`src/rtl/spdif_pkg.sv`:
```
// Shared types, slot layout and parity helper for the S/PDIF subframe decoder.
package spdif_pkg;

  typedef enum logic [1:0] {
    S   = 2'd0,
    M   = 2'd1,
    L   = 2'd2,
    ERR = 2'd3
  } pulse_t;

  typedef enum logic [1:0] {
    PRE_B = 2'd0,
    PRE_M = 2'd1,
    PRE_W = 2'd2
  } pre_t;

  typedef enum logic [1:0] {
    HUNT = 2'd0,
    PRE  = 2'd1,
    DATA = 2'd2
  } state_t;

  localparam int DATA_SLOTS = 28;
  localparam int AUX_LSB    = 0;
  localparam int AUDIO_MSB  = 23;
  localparam int V_IDX      = 24;
  localparam int U_IDX      = 25;
  localparam int C_IDX      = 26;
  localparam int P_IDX      = 27;

  // Even parity over the whole data field (parity slot included) holds when XOR is 0.
  function automatic logic even_parity_ok(input logic [DATA_SLOTS-1:0] bits);
    return ~(^bits);
  endfunction

endpackage

```
`src/rtl/bmc_pulse_classifier.sv`:
```
// Synchronises the raw line, finds its edges and classifies each pulse width
// as a 1, 2 or 3 UI pulse, or as an error. A gap with no edge longer than
// T_LONG_MAX produces a single timeout ERR pulse.
module bmc_pulse_classifier
  import spdif_pkg::*;
#(
  parameter int T_SHORT_MAX = 14,
  parameter int T_MIN       = 5,
  parameter int T_MED_MAX   = 24,
  parameter int T_LONG_MAX  = 34
) (
  input  logic   clk,
  input  logic   rst_n,
  input  logic   din,
  output logic   pulse_valid,
  output pulse_t pulse_type
);

  localparam int            CW      = $clog2(T_LONG_MAX + 3);
  localparam logic [CW-1:0] CNT_SAT = CW'(T_LONG_MAX + 1);

  logic          sync1_r;
  logic          sync2_r;
  logic          prev_r;
  logic [CW-1:0] cnt_r;
  logic          edge_s;
  logic          timeout_s;
  logic [CW-1:0] width_s;

  assign edge_s    = sync2_r ^ prev_r;
  assign width_s   = cnt_r + CW'(1);
  assign timeout_s = !edge_s && (cnt_r == CW'(T_LONG_MAX));

  // Two-flop synchroniser plus the delayed copy used for edge detection.
  always_ff @(posedge clk) begin
    if (!rst_n) begin
      sync1_r <= 1'b0;
      sync2_r <= 1'b0;
      prev_r  <= 1'b0;
    end else begin
      sync1_r <= din;
      sync2_r <= sync1_r;
      prev_r  <= sync2_r;
    end
  end

  // Cycles since the last edge, saturating one past the longest legal pulse.
  always_ff @(posedge clk) begin
    if (!rst_n) begin
      cnt_r <= '0;
    end else if (edge_s) begin
      cnt_r <= '0;
    end else if (cnt_r < CNT_SAT) begin
      cnt_r <= cnt_r + CW'(1);
    end
  end

  // Width classification at each edge; the timeout is reported as ERR.
  always_comb begin
    pulse_valid = edge_s | timeout_s;
    pulse_type  = ERR;
    if (!edge_s) begin
      pulse_type = ERR;
    end else if (width_s < CW'(T_MIN)) begin
      pulse_type = ERR;
    end else if (width_s <= CW'(T_SHORT_MAX)) begin
      pulse_type = S;
    end else if (width_s <= CW'(T_MED_MAX)) begin
      pulse_type = M;
    end else if (width_s <= CW'(T_LONG_MAX)) begin
      pulse_type = L;
    end else begin
      pulse_type = ERR;
    end
  end

endmodule

```
`src/rtl/spdif_subframe_decoder.sv`:
```
// Decodes S/PDIF subframes from classified biphase-mark pulses: preamble
// detection, 28-slot data decode, channel-order and parity checks, lock
// tracking and the registered parallel sample output.
module spdif_subframe_decoder
  import spdif_pkg::*;
#(
  parameter int T_SHORT_MAX = 14,
  parameter int T_MIN       = 5,
  parameter int T_MED_MAX   = 24,
  parameter int T_LONG_MAX  = 34,
  parameter int AUDIO_W     = 24,
  parameter int LOCK_COUNT  = 4
) (
  input  logic               clk,
  input  logic               rst_n,
  input  logic               din,
  output logic [AUDIO_W-1:0] sample_out,
  output logic               ch_out,
  output logic               block_start,
  output logic [2:0]         vuc_out,
  output logic               valid_out,
  output logic               parity_err,
  output logic               lock
);

  localparam int         GW        = $clog2(LOCK_COUNT + 1);
  localparam logic [4:0] LAST_SLOT = 5'(DATA_SLOTS - 1);

  logic   pulse_valid_s;
  pulse_t pulse_type_s;

  bmc_pulse_classifier #(
    .T_SHORT_MAX (T_SHORT_MAX),
    .T_MIN       (T_MIN),
    .T_MED_MAX   (T_MED_MAX),
    .T_LONG_MAX  (T_LONG_MAX)
  ) u_classifier (
    .clk         (clk),
    .rst_n       (rst_n),
    .din         (din),
    .pulse_valid (pulse_valid_s),
    .pulse_type  (pulse_type_s)
  );

  state_t                state_r;
  state_t                state_s;
  logic                  need_lead_r;
  logic [1:0]            pre_idx_r;
  pulse_t                pre0_r;
  pulse_t                pre1_r;
  logic                  first_r;
  logic                  last_w_r;
  pre_t                  cur_pre_r;
  logic                  half_r;
  logic [4:0]            bit_cnt_r;
  logic [DATA_SLOTS-1:0] data_r;
  logic [GW-1:0]         good_cnt_r;

  logic                  err_s;
  logic                  hunt_lead_s;
  logic                  lead_ok_s;
  logic                  pre_pulse_s;
  logic                  pre_done_s;
  logic                  pre_match_s;
  pre_t                  pre_type_s;
  logic                  half_set_s;
  logic                  bit_v_s;
  logic                  bit_s;
  logic                  complete_s;
  logic [DATA_SLOTS-1:0] data_full_s;
  logic                  parity_ok_s;
  logic [GW-1:0]         good_next_s;
  logic                  lock_next_s;

  // FSM state register.
  always_ff @(posedge clk) begin
    if (!rst_n) begin
      state_r <= HUNT;
    end else begin
      state_r <= state_s;
    end
  end

  // Next-state logic and per-pulse decode strobes.
  always_comb begin
    state_s     = state_r;
    err_s       = 1'b0;
    hunt_lead_s = 1'b0;
    lead_ok_s   = 1'b0;
    pre_pulse_s = 1'b0;
    pre_done_s  = 1'b0;
    half_set_s  = 1'b0;
    bit_v_s     = 1'b0;
    bit_s       = 1'b0;
    complete_s  = 1'b0;
    pre_match_s = 1'b0;
    pre_type_s  = PRE_B;

    // The three pulses following the leading L identify the preamble.
    if (pre0_r == S && pre1_r == S && pulse_type_s == L) begin
      pre_match_s = 1'b1;
      pre_type_s  = PRE_B;
    end else if (pre0_r == L && pre1_r == S && pulse_type_s == S) begin
      pre_match_s = 1'b1;
      pre_type_s  = PRE_M;
    end else if (pre0_r == M && pre1_r == S && pulse_type_s == M) begin
      pre_match_s = 1'b1;
      pre_type_s  = PRE_W;
    end else begin
      pre_match_s = 1'b0;
      pre_type_s  = PRE_B;
    end

    case (state_r)
      HUNT: begin
        if (pulse_valid_s && pulse_type_s == L) begin
          hunt_lead_s = 1'b1;
          state_s     = PRE;
        end else begin
          state_s = HUNT;
        end
      end
      PRE: begin
        if (!pulse_valid_s) begin
          state_s = PRE;
        end else if (pulse_type_s == ERR) begin
          err_s   = 1'b1;
          state_s = HUNT;
        end else if (need_lead_r) begin
          if (pulse_type_s == L) begin
            lead_ok_s = 1'b1;
          end else begin
            err_s   = 1'b1;
            state_s = HUNT;
          end
        end else if (pre_idx_r != 2'd2) begin
          pre_pulse_s = 1'b1;
        end else if (!pre_match_s) begin
          err_s   = 1'b1;
          state_s = HUNT;
        end else if (!first_r && ((pre_type_s == PRE_W) == last_w_r)) begin
          // Left must follow right and vice versa once the stream is tracked.
          err_s   = 1'b1;
          state_s = HUNT;
        end else begin
          pre_done_s = 1'b1;
          state_s    = DATA;
        end
      end
      DATA: begin
        if (!pulse_valid_s) begin
          state_s = DATA;
        end else if (!half_r) begin
          if (pulse_type_s == M) begin
            bit_v_s = 1'b1;
            bit_s   = 1'b0;
          end else if (pulse_type_s == S) begin
            half_set_s = 1'b1;
          end else begin
            err_s   = 1'b1;
            state_s = HUNT;
          end
        end else begin
          if (pulse_type_s == S) begin
            bit_v_s = 1'b1;
            bit_s   = 1'b1;
          end else begin
            err_s   = 1'b1;
            state_s = HUNT;
          end
        end
        if (bit_v_s && bit_cnt_r == LAST_SLOT) begin
          complete_s = 1'b1;
          state_s    = PRE;
        end else begin
          complete_s = 1'b0;
        end
      end
      default: begin
        state_s = HUNT;
      end
    endcase
  end

  // Completed-word view, parity result and lock update for the output stage.
  always_comb begin
    data_full_s = {bit_s, data_r[DATA_SLOTS-1:1]};
    parity_ok_s = even_parity_ok(data_full_s);
    if (good_cnt_r == GW'(LOCK_COUNT)) begin
      good_next_s = good_cnt_r;
    end else begin
      good_next_s = good_cnt_r + GW'(1);
    end
    lock_next_s = lock | (good_next_s == GW'(LOCK_COUNT));
  end

  // Preamble collection and data-slot shift register (LSB arrives first).
  always_ff @(posedge clk) begin
    if (!rst_n) begin
      need_lead_r <= 1'b0;
      pre_idx_r   <= 2'd0;
      pre0_r      <= S;
      pre1_r      <= S;
      first_r     <= 1'b0;
      last_w_r    <= 1'b0;
      cur_pre_r   <= PRE_B;
      half_r      <= 1'b0;
      bit_cnt_r   <= 5'd0;
      data_r      <= '0;
    end else begin
      if (hunt_lead_s) begin
        need_lead_r <= 1'b0;
        pre_idx_r   <= 2'd0;
        first_r     <= 1'b1;
      end
      if (lead_ok_s) begin
        need_lead_r <= 1'b0;
        pre_idx_r   <= 2'd0;
      end
      if (pre_pulse_s) begin
        if (pre_idx_r == 2'd0) begin
          pre0_r <= pulse_type_s;
        end else begin
          pre1_r <= pulse_type_s;
        end
        pre_idx_r <= pre_idx_r + 2'd1;
      end
      if (pre_done_s) begin
        first_r   <= 1'b0;
        last_w_r  <= (pre_type_s == PRE_W);
        cur_pre_r <= pre_type_s;
        half_r    <= 1'b0;
        bit_cnt_r <= 5'd0;
      end
      if (half_set_s) begin
        half_r <= 1'b1;
      end
      if (bit_v_s) begin
        data_r    <= data_full_s;
        half_r    <= 1'b0;
        bit_cnt_r <= bit_cnt_r + 5'd1;
      end
      if (complete_s) begin
        need_lead_r <= 1'b1;
      end
    end
  end

  // Lock tracking and registered sample/status outputs.
  always_ff @(posedge clk) begin
    if (!rst_n) begin
      good_cnt_r  <= '0;
      lock        <= 1'b0;
      valid_out   <= 1'b0;
      parity_err  <= 1'b0;
      sample_out  <= '0;
      ch_out      <= 1'b0;
      block_start <= 1'b0;
      vuc_out     <= 3'd0;
    end else begin
      valid_out  <= 1'b0;
      parity_err <= 1'b0;
      if (err_s) begin
        good_cnt_r <= '0;
        lock       <= 1'b0;
      end else if (complete_s && parity_ok_s) begin
        good_cnt_r <= good_next_s;
        lock       <= lock_next_s;
        if (lock_next_s) begin
          valid_out   <= 1'b1;
          sample_out  <= data_full_s[AUDIO_MSB -: AUDIO_W];
          ch_out      <= (cur_pre_r == PRE_W);
          block_start <= (cur_pre_r == PRE_B);
          vuc_out     <= {data_full_s[V_IDX], data_full_s[U_IDX], data_full_s[C_IDX]};
        end
      end else if (complete_s) begin
        parity_err <= 1'b1;
        good_cnt_r <= '0;
      end
    end
  end

endmodule

```
`config.mk`:
```
export PLATFORM = sky130hd
export DESIGN_NAME = spdif_subframe_decoder
export DESIGN_NICKNAME = d
export VERILOG_FILES = /design/src/rtl/spdif_pkg.sv /design/src/rtl/bmc_pulse_classifier.sv /design/src/rtl/spdif_subframe_decoder.sv
export SDC_FILE = /design/constraint.sdc
export NUM_CORES = 1
export LEC_CHECK = 0
export BUFFER_PORTS_ARGS = -buffer_cell sky130_fd_sc_hd__buf_2
export CORE_MARGIN = 2
export CORE_UTILIZATION = 60
export DETAILED_ROUTE_END_ITERATION = 8
export GPL_ROUTABILITY_DRIVEN = 0
export MAX_ROUTING_LAYER = met4
export PLACE_DENSITY = 0.8
export SLEW_MARGIN = 20
export SYNTH_ARGS = -nofsm -noshare
export SYNTH_HDL_FRONTEND = slang
export SYNTH_SLANG_ARGS = --single-unit
```
`constraint.sdc`:
```
create_clock -name clk -period 7.9 [get_ports clk]
set_input_delay 0.395 -clock clk [delete_from_list [all_inputs] [get_ports clk]]
set_output_delay 0.395 -clock clk [all_outputs]
set_load 0.03 [all_outputs]
```
# ---- Yosys cells after proc, flatten, opt, wreduce, memory -nomap -nowiden
# Cells that the tools add are included.
dict set report classes {
  reduce_logical 35
  eq_ne 18
  n_mux 86
  n_addsub 4
  order_cmp 5
  bitwise 8
}
# cell count
set ops {}
lappend ops {{1-bit 2-to-1 mux} 57}
lappend ops {{2-bit 2-to-1 mux} 22}
lappend ops {{28-bit parity} 1}
lappend ops {{5-bit != test, second input constant} 3}
lappend ops {{2-bit equality test, second input constant} 6}
lappend ops {{2-bit logical NOT} 6}
lappend ops {{1-bit logical AND} 11}
lappend ops {{5-bit 2-to-1 mux} 2}
lappend ops {{3-bit 2-to-1 mux} 3}
lappend ops {{2-bit OR reduction} 4}
lappend ops {{6-bit by 1-bit adder with 6-bit output, second input constant} 1}
lappend ops {{2-bit by 1-bit equality test with 1-bit output, second input constant} 3}
lappend ops {{3-bit equality test, second input constant} 2}
lappend ops {{6-bit equality test, second input constant} 1}
lappend ops {{6-bit by 4-bit less-or-equal comparator with 1-bit output, second input constant} 1}
lappend ops {{6-bit by 5-bit less-or-equal comparator with 1-bit output, second input constant} 1}
lappend ops {{6-bit less-or-equal comparator, second input constant} 1}
lappend ops {{6-bit by 3-bit < comparator with 1-bit output, second input constant} 1}
lappend ops {{6-bit < comparator, second input constant} 1}
lappend ops {{2-bit case mux with 3 select lines} 1}
lappend ops {{3-bit AND reduction} 2}
lappend ops {{2-bit nonzero test} 3}
lappend ops {{3-bit nonzero test} 2}
lappend ops {{3-bit OR reduction} 2}
lappend ops {{12 further kinds} 19}
dict set report totals {
  input_bits 3
  register_bits 91
  word_cells 179
}

# ---- Logic depth before layout (Yosys ltp)
# Gate-level depths: netlist of run 1.
dict set report depth {
  depth_word 24
  mapped_depth 13
  ltp_nobuf 10
}

# ---- Cells and area by module
# From an unflattened synthesis of run 1, not the netlist that was laid out.
dict set report unflattened {
  hier_cells 523
  area_unflattened_um2 4336.7
}
# module instances area_per_inst_um2 seq_area_each_um2 cells_each
set modules_own_cells {}
lappend modules_own_cells {spdif_subframe_decoder 1 3701.0 1621.6 448}
lappend modules_own_cells {bmc_pulse_classifier 1 635.6 180.2 75}

# ---- Least setup slack after synthesis of run 1
# OpenSTA, ideal clock, no wires.
dict set report synth_timing {
  path_kind {register to register}
  startpoint {register u_classifier.cnt_r[0]}
  endpoint {register bit_cnt_r[4]}
  path_buffers 1
  arrival_ns 2.713
  setup_time_ns 0.120
  period_less_slack_ns 2.833
  t_required_ns 7.780
  stages_incl_launch_ff 12
  slack_ns 5.067
  path_cell_list {dfxtp_1 -> buf_2 -> inv_1 -> ha_1 -> a22oi_1 -> o22ai_2 -> a22oi_2 -> or4_4 -> o32ai_4 -> and4_1 -> nor3_2 -> a211o_1}
}
dict set report synth_between {
  elab_chain_cells 23
  word_cells_on_any_way 44
  cone_classes {add/sub: 1; order compare: 4; eq/ne: 6; mux: 25; bitwise: 1; reduce/logical: 7}
}
# item line
set synth_rtl {}
lappend synth_rtl {{from (decl)} bmc_pulse_classifier.sv:25} ;# logic [CW-1:0] cnt_r;
lappend synth_rtl {{from (signal assigned)} bmc_pulse_classifier.sv:54} ;# cnt_r <= cnt_r + CW'(1);
lappend synth_rtl {{6-bit by 1-bit adder with 6-bit output *} bmc_pulse_classifier.sv:31} ;# assign width_s = cnt_r + CW'(1);
lappend synth_rtl {{net u_classifier.width_s[0]} bmc_pulse_classifier.sv:28} ;# logic [CW-1:0] width_s;
lappend synth_rtl {{6-bit less-or-equal comparator} bmc_pulse_classifier.sv:70} ;# end else if (width_s <= CW'(T_LONG_MAX)) begin
lappend synth_rtl {{1-bit 2-to-1 mux} bmc_pulse_classifier.sv:70}
lappend synth_rtl {{2-bit 2-to-1 mux} bmc_pulse_classifier.sv:68} ;# end else if (width_s <= CW'(T_MED_MAX)) begin
lappend synth_rtl {{2-bit 2-to-1 mux} bmc_pulse_classifier.sv:66} ;# end else if (width_s <= CW'(T_SHORT_MAX)) begin
lappend synth_rtl {{2-bit 2-to-1 mux *} bmc_pulse_classifier.sv:64} ;# end else if (width_s < CW'(T_MIN)) begin
lappend synth_rtl {{2-bit 2-to-1 mux *} bmc_pulse_classifier.sv:62} ;# if (!edge_s) begin
lappend synth_rtl {{(+8 left out)} n/a}
lappend synth_rtl {{1-bit 2-to-1 mux} spdif_subframe_decoder.sv:141} ;# end else if (!first_r && ((pre_type_s == PRE_W) == last_w_r)) begin
lappend synth_rtl {{1-bit 2-to-1 mux} spdif_subframe_decoder.sv:138} ;# end else if (!pre_match_s) begin
lappend synth_rtl {{1-bit 2-to-1 mux} spdif_subframe_decoder.sv:136} ;# end else if (pre_idx_r != 2'd2) begin
lappend synth_rtl {{1-bit 2-to-1 mux} spdif_subframe_decoder.sv:129} ;# end else if (need_lead_r) begin
lappend synth_rtl {{1-bit 2-to-1 mux} spdif_subframe_decoder.sv:126} ;# end else if (pulse_type_s == ERR) begin
lappend synth_rtl {{1-bit 2-to-1 mux} spdif_subframe_decoder.sv:124} ;# if (!pulse_valid_s) begin
lappend synth_rtl {{1-bit 2-to-1 mux} spdif_subframe_decoder.sv:114} ;# case (state_r)
lappend synth_rtl {{2-bit nonzero test (no line)} n/a}
lappend synth_rtl {{to (signal assigned)} spdif_subframe_decoder.sv:241} ;# bit_cnt_r <= bit_cnt_r + 5'd1;
lappend synth_rtl {{to (decl)} spdif_subframe_decoder.sv:55} ;# logic [4:0] bit_cnt_r;
# Mark *: on every way through the listed nets, which the timed path passes. The rest lies on a longest branch. The select of a mux whose other input is x is not followed.
# A chain may end at the register's enable or synchronous reset.

# ---- Worst setup path after layout of run 1
dict set report layout_timing {
  startpoint {register u_classifier.cnt_r[0]}
  endpoint {register block_start}
}
dict set report layout_between {
  elab_chain_cells 24
  word_cells_on_any_way 57
  cone_classes {add/sub: 1; order compare: 4; eq/ne: 6; mux: 33; bitwise: 3; reduce/logical: 10}
}
# item line
set layout_rtl {}
lappend layout_rtl {{6-bit by 1-bit adder with 6-bit output *} bmc_pulse_classifier.sv:31}
lappend layout_rtl {{net u_classifier.width_s[0]} bmc_pulse_classifier.sv:28}
lappend layout_rtl {{6-bit less-or-equal comparator} bmc_pulse_classifier.sv:70}
lappend layout_rtl {{1-bit 2-to-1 mux} bmc_pulse_classifier.sv:70}
lappend layout_rtl {{2-bit 2-to-1 mux} bmc_pulse_classifier.sv:68}
lappend layout_rtl {{2-bit 2-to-1 mux} bmc_pulse_classifier.sv:66}
lappend layout_rtl {{2-bit 2-to-1 mux *} bmc_pulse_classifier.sv:64}
lappend layout_rtl {{2-bit 2-to-1 mux *} bmc_pulse_classifier.sv:62}
lappend layout_rtl {{(+9 left out)} n/a}
lappend layout_rtl {{1-bit 2-to-1 mux} spdif_subframe_decoder.sv:138}
lappend layout_rtl {{1-bit 2-to-1 mux} spdif_subframe_decoder.sv:136}
lappend layout_rtl {{1-bit 2-to-1 mux} spdif_subframe_decoder.sv:129}
lappend layout_rtl {{1-bit 2-to-1 mux} spdif_subframe_decoder.sv:126}
lappend layout_rtl {{1-bit 2-to-1 mux} spdif_subframe_decoder.sv:124}
lappend layout_rtl {{1-bit case mux with 2 select lines} spdif_subframe_decoder.sv:114}
lappend layout_rtl {{1-bit inverter (no line)} n/a}
lappend layout_rtl {{3-bit AND reduction (no line) *} n/a}
lappend layout_rtl {{to (signal assigned)} spdif_subframe_decoder.sv:273} ;# block_start <= (cur_pre_r == PRE_B);
lappend layout_rtl {{to (decl)} spdif_subframe_decoder.sv:19} ;# output logic block_start,
# Marks and branches as above.

==> results of run 1 <==
cells by family (layout without fill, tap and decap cells):
family,count (synthesis),count (layout),share of synthesized area [%]
adder cells (fa/ha/maj),12,12,3.43
buffers and inverters,39,65,3.95
AO/OA/AOI/OAI,113,113,15.9
flip-flops,90,90,41.2
XOR/XNOR,35,35,7.84
AND/OR/NAND/NOR,234,234,25.0
multiplexers,11,11,2.75
worst max-delay path by stage:
stage / slack, ns / to / cells past startpoint / startpoint
2_1_floorplan: 5.07 / bit_cnt_r[4] / 11 / u_classifier.cnt_r[0]
3_3_place_gp: 4.46 / block_start / 10 / u_classifier.cnt_r[0]
3_5_place_dp: 4.32 / block_start / 10 / u_classifier.cnt_r[0]
4_1_cts: 4.26 / block_start / 10 / u_classifier.cnt_r[0]
5_1_grt: 3.93 / block_start / 10 / u_classifier.cnt_r[0]
6_report: 4.28 / block_start / 10 / u_classifier.cnt_r[0]
cell usage after synthesis, types with 3 or more instances:
cell and n:
or3_1 3, nor3_1 10, ha_1 12, nand3_1 11
a31oi_1 4, nor2b_1 5, nand4_1 4, xnor2_1 26
buf_2 9, nor2_1 30, a21o_1 6, dfxtp_1 90
nand2b_1 6, nand3b_1 3, mux2i_1 8, a21oi_1 71
inv_1 12, xor2_1 6, clkbuf_1 12, and3_1 5
o21ai_0 8, and2_1 6, nand2_1 133
critical path, cell delays in order, from the launching register on:
cell     delay, ns
dfxtp_1       0.53
inv_1         0.08
ha_1          0.38
a22oi_1       0.10
o22ai_2       0.18
a22oi_2       0.16
nor4_4        0.47
nand3_1       0.25
or3_1         0.81
or3_1         0.46
a21oi_1       0.13
state kept, by name (all words and copies together), names as in the netlist, 2 cells and up:
signal,flops
data_r,27
bit_cnt_r,5
pre_idx_r,2
pre1_r,2
pre0_r,2
sample_out,24
u_classifier.cnt_r,6
vuc_out,3
state_r,2
cur_pre_r,2
good_cnt_r,3
power by group:
group,internal (mW),switching (mW),leakage (nW)
Sequential,0.455,0.00346,0.726
Combinational,0.00834,0.0181,0.951
Clock,0.180,0.172,0.110
Total,0.644,0.194,1.79
layout make-up:
class,instances,area [µm²],share of cell area (%)
multi-input cells,405,2400,50.2
clock buffers,9,124,2.59
flip-flops and latches,90,1800,37.7
repair buffers,36,185,3.87
inverters,13,48.8,1.02
clock inverters,7,98.8,2.07
well taps,99,124,2.59
metrics by stage:
| step | worst slack, ns | instance area [µm²] | utilization (%) | cells |
|---|---|---|---|---|
| after global routing | 3.93 | 4780 | 67.0 | 659 |
| after global placement | 4.46 | 4560 | 63.9 | 643 |
| final | 4.28 | 4780 | 67.0 | 659 |
| after detailed placement | 4.32 | 4560 | 63.9 | 643 |
| after floorplan | 5.07 | 4380 | - | 534 |
| after CTS | 4.26 | 4780 | 67.0 | 659 |
layer usage:
metal	GRT usage, %	wire (µm)	vias to the layer above	part of all wire (%)
met2	40.7	4450	116	50
met1	28.2	3790	1688	42
met5	-	0	-	0
met4	10.4	159	0	1.8
li1	-	-	1859	-
met3	4.43	539	18	6.0
==> impl_results.md, run 1 <==
* Status: completed
* Total power at 838 µW
* Nets at 570
* Worst slew pin tran at 0.976 ns
* Fmax at around 280 MHz
* Register area share after synthesis at 41.2%
* Hold worst-path end: u_classifier.sync1_r
* Startpoint types: flop
* Worst Path Class, Setup: reg -> reg
* Clock transition at path regs at 0.09 ns
* Average wire per standard cell at 13.6 µm
* Port Buffer Count at 34
* Area grow syn2layout at 9.32%
* RSZ-0062 raised after global routing: false
* Fin Setup TNS at 0 ns
* Most frequent cells in the layout: 133 x nand2_1, 90 x dfxtp_1, 71 x a21oi_1, 34 x buf_2, 30 x nor2_1
* Largest fanout on the critical path at 30
* CTS Hold Buffers Added at 0
* Worst hold path stage count at 2
* Hold_sp: din
* Final ANT Viol Nets at 0
* PD cells at 175 nW/µm²
* R2R Path End: block_start
* Post-CTS setup repair buffer count at 0
* Max Root-Sink Buffers at 2
* CTS resizes at 0
* Critical path data required time at 8.20 ns
* DIE WIDTH at 89.4 µm
* Vias in the first global route at approximately 3.3k
* Net Count, Synth at 549
* Worst-Skew Late Latency at 0.37 ns
* Initial antenna violation count at 0
* Htree depth at 3
* Leakage dissipation at 1.79 nW
* Most common cell after layout, fill and taps aside: nand2_1
* Seq cells post-synth at 90
* HPWL after DPL at 6060 µm
* Post-Syn Area at 4380 µm²
* I/O pin cnt at 35
* R2r setup slk at roughly 4.3 ns
* Tot GR Track Use at 24.2%
* Yosys warns at 0
* Minimum clock period at 3.62 ns
* Core ar. at 7140 µm²
* Distinct cells, synth at 66
* Final hold viol count at 0
* Hold_ws at 0.232 ns
* Ys flop type: dfxtp_1
* Final period utilization at 45.8%
* TritonCTS clock tree: yes
* Max VDD drop at between 0.00009 and 0.0001 V
* Clock Sinks at 90
* Yosys top cell area share at 41.2%
* Die Height at 89.4 µm
* RR Startpoint: u_classifier.cnt_r[0]
* Cell count after synthesis at roughly 530
* Avg Inst Size Synth at 8.19 µm²
* Min-Delay Path Class: in -> reg
* EDFF count, synth at 0
* CP arrival at a little under 4 ns
* Via count at 3681
* Antenna cells at 0
* Worst clock skew at around 0.011 ns
* Drt drc at 0
* Critical Path Sink Type: flop
* Fillers at 628
* Layout cell share with drive strength beyond 1 at 12.5%
* Max-slew violation count at 0
* CTS root buf: clkbuf_8
* Reg2Reg Depth at 10
* DIE AREA at 7990 µm²
* Global route total overflow at 0
* Largest net degree at the start of global routing at 52
* Drt total wl at 8950 µm
* Post-synth top area cell: dfxtp_1
* Relative slew margins at 34.7%
* Max Cap Viol at 0
* CTS Buf Count at 9
* First drt pass iteration count at 7
* First DRT Iteration DRCs at approximately 150
* Post-synthesis async set-or-reset flop share at 0%
* Row cnt at 31
* Routed vias/inst at 5.59
* Main area contributors after synthesis: dfxtp_1 41%, nand2_1 11%, a21oi_1 8.1%, xnor2_1 5.2%, ha_1 3.4%
* Final setup violation count at 0
* First-pass GRT wire length at 14800 µm
* Starting density of the core at about three fifths
Power figures use the tool's default switching activity.
==> run 2: changes to the inputs <==
==> constraint.sdc (replaced) <==
create_clock -name clk -period 3.75 [get_ports clk]
set_input_delay 0.1875 -clock clk [delete_from_list [all_inputs] [get_ports clk]]
set_output_delay 0.1875 -clock clk [all_outputs]
set_load 0.03 [all_outputs]
==> impl_results.md, run 2 (synthesized netlist as in run 1, its figures left out) <==
* Status: completed
* Max VDD drop at 0.000236 V (+150%)
* Final period utilization at 87.2% (+41 points)
* First DRT Iteration DRCs at 181 (+20%)
* Vias in the first global route at 3307 (+0.33%)
* Critical Path Sink Type: flop
* Port Buffer Count at 34 (unchanged)
* Relative slew margins at 43.4% (+8.7 points)
* Final ANT Viol Nets at 0 (unchanged)
* Final setup violation count at 0 (unchanged)
* Startpoint types: flop
* Most common cell after layout, fill and taps aside: nand2_1
* Slowest-stage cell, CP: dfxtp_1
* Die Height at 89.4 µm (unchanged)
* Clock transition at path regs at 0.09 ns (about the same)
* Placed insts at 647 (+0.62%)
* Via count at 3691 (+0.27%)
* Post-CTS setup repair buffer count at 0 (unchanged)
* Top flop regs: data_r x27, sample_out x24, u_classifier.cnt_r x6
* TritonCTS clock tree: yes
* Average wire per standard cell at 13.4 µm (-1.5%)
* Layout cell share with drive strength beyond 1 at 13.1% (+0.62 points)
* Drt drc at 0 (unchanged)
* DIE WIDTH at 89.4 µm (unchanged)
* Worst Path Class, Setup: reg -> reg
* Max Cap Viol at 0 (unchanged)
* Nets at 574 (+0.70%)
* First-pass GRT wire length at 14700 µm (-0.61%)
* Clock Sinks at 90 (unchanged)
* Final Instance Count excl. Fillers at 663 (+0.61%)
* Core ar. at 7140 µm² (unchanged)
* Worst-Skew Late Latency at 0.37 ns (about the same)
* Max Root-Sink Buffers at 2 (unchanged)
* Bufs and invs on worst path at 2 (+1)
* Htree depth at 3 (unchanged)
* Initial antenna violation count at 0 (unchanged)
* Most frequent cells in the layout: 133 x nand2_1, 90 x dfxtp_1, 71 x a21oi_1, 34 x buf_2, 30 x nor2_1
* Max reg flops at 27 (unchanged)
* Worst slew pin tran at 0.847 ns (-0.129 ns)
* HPWL after DPL at 6170 µm (+1.9%)
* Fin Setup TNS at 0 ns (unchanged)
* Row cnt at 31 (unchanged)
* I/O pin cnt at 35 (unchanged)
* Global route total overflow at 0 (unchanged)
* Critical path data required time at 4.01 ns (-4.19 ns)
* CTS resizes at 0 (unchanged)
* Leakage dissipation at 1.78 nW (-0.43%)
* DIE AREA at 7990 µm² (unchanged)
* PD cells at 345 nW/µm² (+97%)
* Worst clock skew at 0.00888 ns (-0.00238 ns)
* Min-Delay Path Class: in -> reg
* Antenna cells at 0 (unchanged)
* Cell Chain, Critical Path: inv_1 > ha_1 > o2bb2ai_1 > a31oi_1 > a21oi_1 > buf_4 > nor4b_1 > mux2i_1 > and4_1 > nor3_2 > a211o_1
* Area grow syn2layout at 9.15%
* Minimum clock period at 3.27 ns (-0.350 ns)
* Largest fanout on the critical path at 9 (-70%)
* Tot GR Track Use at 24.2% (-0.030 points)
* Max-slew violation count at 0 (unchanged)
* Largest net degree at the start of global routing at 39 (-25%)
* RSZ-0062 raised after global routing: false
* CTS root buf: clkbuf_8
* Largest stage delay on the critical path at 0.53 ns (-0.28 ns)
* Drt total wl at 8860 µm (-0.95%)
* Final hold viol count at 0 (unchanged)
* Biggest register: data_r
* CTS Buf Count at 9 (unchanged)
* Critical path's top delay family: simple AND/OR/NAND/NOR gates
* Routed vias/inst at 5.57 (-0.33%)
* First drt pass iteration count at 5 (-2)
* Starting density of the core at 61.3% (unchanged)
* Fmax at 306 MHz (+11%)
* CTS Hold Buffers Added at 0 (unchanged)
* CP arrival at 3.53 ns (-0.40 ns)
run 2: metrics by stage:
step | utilization [%] | power, mW | area [µm²] | hold WS (ns) | setup slack, ns
floorplan | - | 1.03 | 4380 | 0.315 | 0.917
global placement | 64.3 | 1.04 | 4590 | 0.400 | 0.623
detailed placement | 64.3 | 1.04 | 4590 | 0.400 | 0.524
CTS | 66.9 | 1.66 | 4780 | 0.0176 | 0.526
global route | 66.9 | 1.71 | 4780 | 0.0284 | 0.196
finish | 66.9 | 1.65 | 4780 | 0.0258 | 0.480
run 2: path summary, 6_finish.rpt:
| kind | endpoint | from | slack [ns] | cells past startpoint |
|---|---|---|---|---|
| max | bit_cnt_r[4] | u_classifier.cnt_r[0] | 0.48 | 11 |
| min | u_classifier.sync1_r | din | 0.03 | 2 |
| max reg2reg | bit_cnt_r[4] | u_classifier.cnt_r[0] | 0.48 | 11 |
| min reg2reg | u_classifier.sync2_r | u_classifier.sync1_r | 0.44 | 1 |
run 2: layout make-up:
type | count | area, µm²
inverters | 13 | 48.8
well taps | 99 | 124
fillers | 641 | 2360
repair buffers | 40 | 215
clock inverters | 7 | 61.3
flip-flops and latches | 90 | 1800
multi-input cells | 405 | 2400
clock buffers | 9 | 124
run 2: report_power, final:
| group | switching, mW | internal (mW) |
|---|---|---|
| combinational | 0.0382 | 0.0176 |
| clock | 0.376 | 0.252 |
| sequential | 0.00727 | 0.959 |
| total | 0.422 | 1.23 |
run 2: worst reg2reg max path: stages, from the launching register on:
cell and delay [ns]:
dfxtp_1 0.53, inv_1 0.10, ha_1 0.37, o2bb2ai_1 0.22, a31oi_1 0.11, a21oi_1 0.17, buf_4 0.15, nor4b_1 0.47
mux2i_1 0.36, and4_1 0.29, nor3_2 0.08, a211o_1 0.32
run 2: metal layers:
layer	vias up	share of wire (%)	track usage [%]
li1	1866	-	-
met1	1718	45	28.7
met2	90	49	41.5
met3	17	4.0	3.32
met4	0	1.8	8.96
met5	-	0	-
